$ cat src/rtl/m_proc_pipe.sv
// Four-stage RV32 add/sub/addi pipeline (IF, ID, EX, WB). Hazards are resolved
// by EX forwarding (FWD=1) or a one-cycle interlock (FWD=0); a write to x30 halts.
module m_proc_pipe #(
  parameter int XLEN    = 32,
  parameter int FWD     = 1,
  parameter int PC_STEP = 4
) (
  input  logic            w_clk,
  input  logic            w_rst,
  output logic [XLEN-1:0] w_pc,
  input  logic [31:0]     w_ir,
  output logic            w_wb_we,
  output logic [4:0]      w_wb_wa,
  output logic [XLEN-1:0] w_wb_wd,
  output logic            w_halt
);

  typedef enum logic [1:0] {OP_ADD, OP_SUB, OP_ADDI, OP_NONE} op_e;

  logic [XLEN-1:0] pc_q;
  logic            halt_q;
  logic [XLEN-1:0] rf [32];

  logic            ifid_valid;
  logic [31:0]     ifid_ir;

  logic            idex_valid;
  op_e             idex_op;
  logic [4:0]      idex_rd, idex_rs1, idex_rs2;
  logic [XLEN-1:0] idex_a, idex_b;

  logic            exwb_valid;
  logic [4:0]      exwb_rd;
  logic [XLEN-1:0] exwb_wd;

  // ID stage signals
  op_e             id_op;
  logic            id_legal, id_uses_rs2, stall;
  logic [4:0]      id_rd, id_rs1, id_rs2;
  logic [XLEN-1:0] id_imm, id_rs1_val, id_rs2_val;

  // EX stage signals
  logic            fwd_a, fwd_b;
  logic [XLEN-1:0] ex_a, ex_b, ex_res;

  assign w_pc    = pc_q;
  assign w_halt  = halt_q;
  assign w_wb_we = exwb_valid && (exwb_rd != 5'd0) && !halt_q && !w_rst;
  assign w_wb_wa = exwb_rd;
  assign w_wb_wd = exwb_wd;

  assign id_rd  = ifid_ir[11:7];
  assign id_rs1 = ifid_ir[19:15];
  assign id_rs2 = ifid_ir[24:20];
  assign id_imm = {{(XLEN-12){ifid_ir[31]}}, ifid_ir[31:20]};

  // NOTE: every variable assigned in always_comb gets a default first, so no path can infer a latch.
  always_comb begin
    id_op = OP_NONE;
    if (ifid_ir[6:0] == 7'b0110011 && ifid_ir[14:12] == 3'b000) begin
      if (ifid_ir[31:25] == 7'b0000000)      id_op = OP_ADD;
      else if (ifid_ir[31:25] == 7'b0100000) id_op = OP_SUB;
    end else if (ifid_ir[6:0] == 7'b0010011 && ifid_ir[14:12] == 3'b000) begin
      id_op = OP_ADDI;
    end
  end

  assign id_legal    = ifid_valid && (id_op != OP_NONE);
  assign id_uses_rs2 = (id_op == OP_ADD) || (id_op == OP_SUB);

  // Write-through: a same-cycle retirement is visible to the ID read.
  assign id_rs1_val = (id_rs1 == 5'd0) ? '0 :
                      (w_wb_we && w_wb_wa == id_rs1) ? w_wb_wd : rf[id_rs1];
  assign id_rs2_val = (id_rs2 == 5'd0) ? '0 :
                      (w_wb_we && w_wb_wa == id_rs2) ? w_wb_wd : rf[id_rs2];

  assign stall = (FWD == 0) && id_legal && idex_valid && (idex_rd != 5'd0) &&
                 ((id_rs1 == idex_rd) || (id_uses_rs2 && id_rs2 == idex_rd));

  assign fwd_a = (FWD != 0) && exwb_valid && (exwb_rd != 5'd0) && (exwb_rd == idex_rs1);
  assign fwd_b = (FWD != 0) && exwb_valid && (exwb_rd != 5'd0) && (exwb_rd == idex_rs2) &&
                 (idex_op != OP_ADDI);
  assign ex_a   = fwd_a ? exwb_wd : idex_a;
  assign ex_b   = fwd_b ? exwb_wd : idex_b;
  assign ex_res = (idex_op == OP_SUB) ? (ex_a - ex_b) : (ex_a + ex_b);

  // NOTE: sequential state uses non-blocking assignments so every register samples pre-edge values.
  always_ff @(posedge w_clk) begin
    if (w_rst) begin
      pc_q       <= '0;
      halt_q     <= 1'b0;
      ifid_valid <= 1'b0;
      ifid_ir    <= '0;
      idex_valid <= 1'b0;
      idex_op    <= OP_NONE;
      idex_rd    <= '0;
      idex_rs1   <= '0;
      idex_rs2   <= '0;
      idex_a     <= '0;
      idex_b     <= '0;
      exwb_valid <= 1'b0;
      exwb_rd    <= '0;
      exwb_wd    <= '0;
      // NOTE: the register file is cleared on reset, so it cannot map to a plain RAM macro.
      for (int i = 0; i < 32; i++) rf[i] <= '0;
    end else if (!halt_q) begin
      if (w_wb_we) rf[w_wb_wa] <= w_wb_wd;
      if (w_wb_we && w_wb_wa == 5'd30) halt_q <= 1'b1;

      exwb_valid <= idex_valid;
      exwb_rd    <= idex_rd;
      exwb_wd    <= ex_res;

      if (stall) begin
        idex_valid <= 1'b0;
      end else begin
        idex_valid <= id_legal;
        idex_op    <= id_op;
        idex_rd    <= id_rd;
        idex_rs1   <= id_rs1;
        idex_rs2   <= id_rs2;
        idex_a     <= id_rs1_val;
        idex_b     <= (id_op == OP_ADDI) ? id_imm : id_rs2_val;

        pc_q       <= pc_q + XLEN'(PC_STEP);
        ifid_valid <= 1'b1;
        ifid_ir    <= w_ir;
      end
    end
  end

endmodule

$ cat config.mk
export PLATFORM = sky130hd
export DESIGN_NAME = m_proc_pipe
export DESIGN_NICKNAME = d
export VERILOG_FILES = /design/src/rtl/m_proc_pipe.sv
export SDC_FILE = /design/constraint.sdc
export NUM_CORES = 2
export LEC_CHECK = 0
export CAP_MARGIN = 10
export CORE_ASPECT_RATIO = 1.2
export CORE_MARGIN = 1.5
export CORE_UTILIZATION = 37
export CTS_BUF_LIST = sky130_fd_sc_hd__clkbuf_8
export CTS_CLUSTER_DIAMETER = 100
export DETAILED_ROUTE_END_ITERATION = 10
export SYNTH_ARGS = -nofsm -noshare
export SYNTH_HDL_FRONTEND = slang
export SYNTH_SLANG_ARGS = --single-unit
$ cat constraint.sdc
create_clock -name w_clk -period 5.55 [get_ports w_clk]
set_input_delay 0.8325 -clock w_clk [delete_from_list [all_inputs] [get_ports w_clk]]
set_output_delay 0.8325 -clock w_clk [all_outputs]
set_load 0.01 [all_outputs]
==> summary.md <==
| Metric | Value |
|---|---|
| WL per Instance | 32.5 µm |
| Worst Max-Slew Pin Slew | 1380 ps |
| Final worst path period share | 88.7% |
| I/O pin cnt | 105 |
| CP Data Arrival Time | 5770 ps |
| Post-detail-place hpwl | 137 mm |
| Post-CTS Resized | 0 |
| Status | finished, final reports clean |
| Crit. End Element | flip-flop |
| Max-slew headroom | 8.08% |
| Via count | 42500 |
| Cells along the critical path | o41ai_4 > nor4_4 > buf_12 > or4b_4 > nor3_2 > nor2_1 > o21a_1 > a21oi_1 > xnor2_1 > ha_1 > a21o_1 > a21o_1 > a21oi_1 > nor2b_1 > and4b_1 > nor2_1 > a211o_1 > o2111ai_1 > o211ai_2 |
| Clk sink count | 1218 |
| CTS root buffer | clkbuf_8 |
| FILL cells | 15700 |
| Top_reg_cell synth | edfxtp_1 |
| Worst r2r src | w_wb_wa[4] |
| Register bit count reported by yosys | 1218 |
| Chip height | 462 µm |
| Area growth, synth to finish | 12.8% |
| PwrDens | 296 mW/mm² |
| CTS tree | built |
| Setup CP Type | reg2reg |
| # port buffers | 102 |
| Worst setup SP type | flip-flop |
| Final hold vios | 0 |
| Largest net degree at the start of global routing | 91 |
| FF-to-FF path depth | 19 |
| GR Overflow Total | 0 |
| Final nets | 4644 |
| Drt drc | 0 |
| Worst r2r dst | w_wb_wd[31] |
| Count leader, synth | edfxtp_1 |
| Lkg Pwr | 25.4 nW |
| Worst hold stages | 2 |
| Fin Setup TNS | 0 ps |
| Pins Over Slew Limit | 0 |
| Longest Clk Path Bufs | 3 |
| Worst Hold Class | in2reg |
| H-Tree Depth | 4 |
| Sequential-to-total area share from yosys stat | 53.4% |
| Mean Syn Cell Area | 14.3 µm² |
| Synth top cells by count | edfxtp_1 (1024), and2_1 (966), mux4_2 (640), clkbuf_1 (371), nor2_1 (229) |
| Flop-to-flop setup slack | 630 ps |
| Mapped cell area | 0.0649 mm² |
| FFs w/ async S/R, synth | 0% |
| Worst path slowest cell | o41ai_4 |
| Vias per cell | 6.04 |
| Core region area | 0.174 mm² |
| Row count | 168 |
| Initial Util | 37.2% |
| Clk pin slew, worst setup/hold paths | 70 ps |
| Total track usage | 25.6% |
| Final Critical Period | 4920 ps |
| Initial DRC Count | 5308 |
| Full die area | 0.178 mm² |
| Global placement routability congestion | 0.892 |
| Peak supply drop | 0.283 mV |
| Die Wd | 385 µm |
| Layout cell share with drive strength beyond 1 | 25.5% |
| Critical-path maximum fanout | 49 |
| Worst-skew pair later-pin latency | 960 ps |
| Library cells used by synthesis | 69 |
| Number of synthesized flops with an enable pin | 1024 |
| CTS Buf Count | 190 |
| Hold wc startpoint | w_rst |
| Area leader, netlist | edfxtp_1 |
| Final ANT Viol Nets | 0 |
| Detailed Route WL | 229 mm |
| Hold Path Sink | w_wb_wd[18] |
| Endpoints failing setup | 0 |
| Vias in the first global route | 42400 |
| Max_cap viols | 0 |
| Maximum clock frequency | 0.203 GHz |
| Synth Instances | 4539 |
| Initial antenna violation count | 21 |
| Top cells by area, synth | edfxtp_1 (47%), mux4_2 (22%), and2_1 (9.3%) |
| RSZ-0062 raised after global routing | false |
| Setup Fix Bufs, Post-CTS | 0 |
| Critical path required time | 6400 ps |
| Max stage delay on crit path | 610 ps |
| # hold bufs at CTS | 0 |
| Worst Skew | 43.4 ps |
| Post-Route Utilization | 42.0% |
| Post-synth top area share | 47.4% |
| Syn. warnings | 0 |
| DR pass1 iterations | 5 |
| First-pass GRT wire length | 320 mm |
==> critical path, delay by kind of cell, from the launching register on <==
family	cells	cell delay, ps
fa+ha+maj	1	370
simple gates	7	1420
buf+inv	1	200
flops	1	470
xor+xnor	1	100
compound gates	9	2200
==> where the power goes <==
group / switching, mW / total, mW / internal (mW)
registers: 0.315 / 10.6 / 10.3
clock network: 3.81 / 7.34 / 3.53
logic: 2.30 / 3.71 / 1.41
total: 6.42 / 21.6 / 15.2
==> cell type report <==
type                       instances  area (µm²)  area share, %
timing repair buffer             289        2930           4.00
clock inverter                   141         684          0.935
tap                             2295        2870           3.92
clock buffer                     207        2850           3.89
inverter                          17        65.1         0.0889
antenna                            9        22.5         0.0308
multi-input combinational       2861       29100           39.8
sequential                      1218       34700           47.4
==> kinds of logic (layout without fill, tap and decap cells) <==
group | Yosys count | after routing | synth area share, %
other cells | 1 | 43 | 0.00578
simple gates | 1513 | 1513 | 13.1
compound gates | 348 | 348 | 3.36
buf+inv | 493 | 654 | 2.95
xor+xnor | 105 | 105 | 1.42
fa+ha+maj | 33 | 33 | 0.648
mux | 828 | 828 | 25.2
flops | 1218 | 1218 | 53.4
==> state kept, by name, indices dropped and copies added, names as in the netlist, named ones only <==
| name | count |
|---|---|
| ifid_ir | 32 |
| exwb_valid | 1 |
| rf | 1024 |
| idex_b | 32 |
| idex_rs2 | 5 |
| ifid_valid | 1 |
| idex_valid | 1 |
| idex_rs1 | 5 |
| w_wb_wa | 5 |
| w_wb_wd | 32 |
| idex_a | 32 |
| w_halt | 1 |
| idex_rd | 5 |
| w_pc | 30 |
| idex_op | 2 |
==> how the worst max path moves through the flow <==
stage | from | to | slack, ps | cells after the start
floorplan | w_wb_wa[2] | w_wb_wd[15] | 1000 | 19
global placement | w_wb_wa[4] | w_wb_wd[31] | 630 | 19
detailed placement | w_wb_wa[3] | w_wb_wd[31] | 670 | 20
CTS | w_wb_wa[4] | w_wb_wd[31] | 650 | 19
global route | w_wb_wa[3] | w_wb_wd[15] | 330 | 18
finish | w_wb_wa[4] | w_wb_wd[31] | 630 | 19
==> placed cells by master (no fill, tap or decap), types with 71 or more instances in the layout <==
| master | Yosys | final |
|---|---|---|
| a21oi_1 | 85 | 82 |
| and2_1 | 966 | 966 |
| buf_4 | 4 | 147 |
| clkbuf_8 | 0 | 207 |
| clkdlybuf4s50_1 | 0 | 101 |
| dfxtp_1 | 194 | 183 |
| edfxtp_1 | 1024 | 1024 |
| inv_1 | 15 | 77 |
| mux2i_1 | 150 | 150 |
| mux4_2 | 640 | 640 |
| nand2_1 | 155 | 154 |
| nor2_1 | 229 | 198 |
| o21ai_0 | 102 | 71 |
==> stage by stage <==
step	power [mW]	hold WS (ps)	area, µm²	instances	setup slack (ps)
after global routing	22.3	292	73200	7029	327
after CTS	21.7	250	73200	7028	650
after detailed placement	14.4	439	69700	6680	673
after floorplan	13.0	421	65000	4572	1000
after global placement	14.4	435	69600	6679	632
final	21.6	255	73200	7037	629
==> metal layers <==
metal	track usage (%)	part of all wire, %	wire, µm	up-vias
met5	0	0.016	36	-
met2	42.7	49	112000	2477
met4	11.9	4.9	11100	6
li1	-	-	-	17300
met3	5.71	9.7	22200	557
met1	31.6	36	82900	22200
No activity file was read; power rests on OpenSTA's default activity.
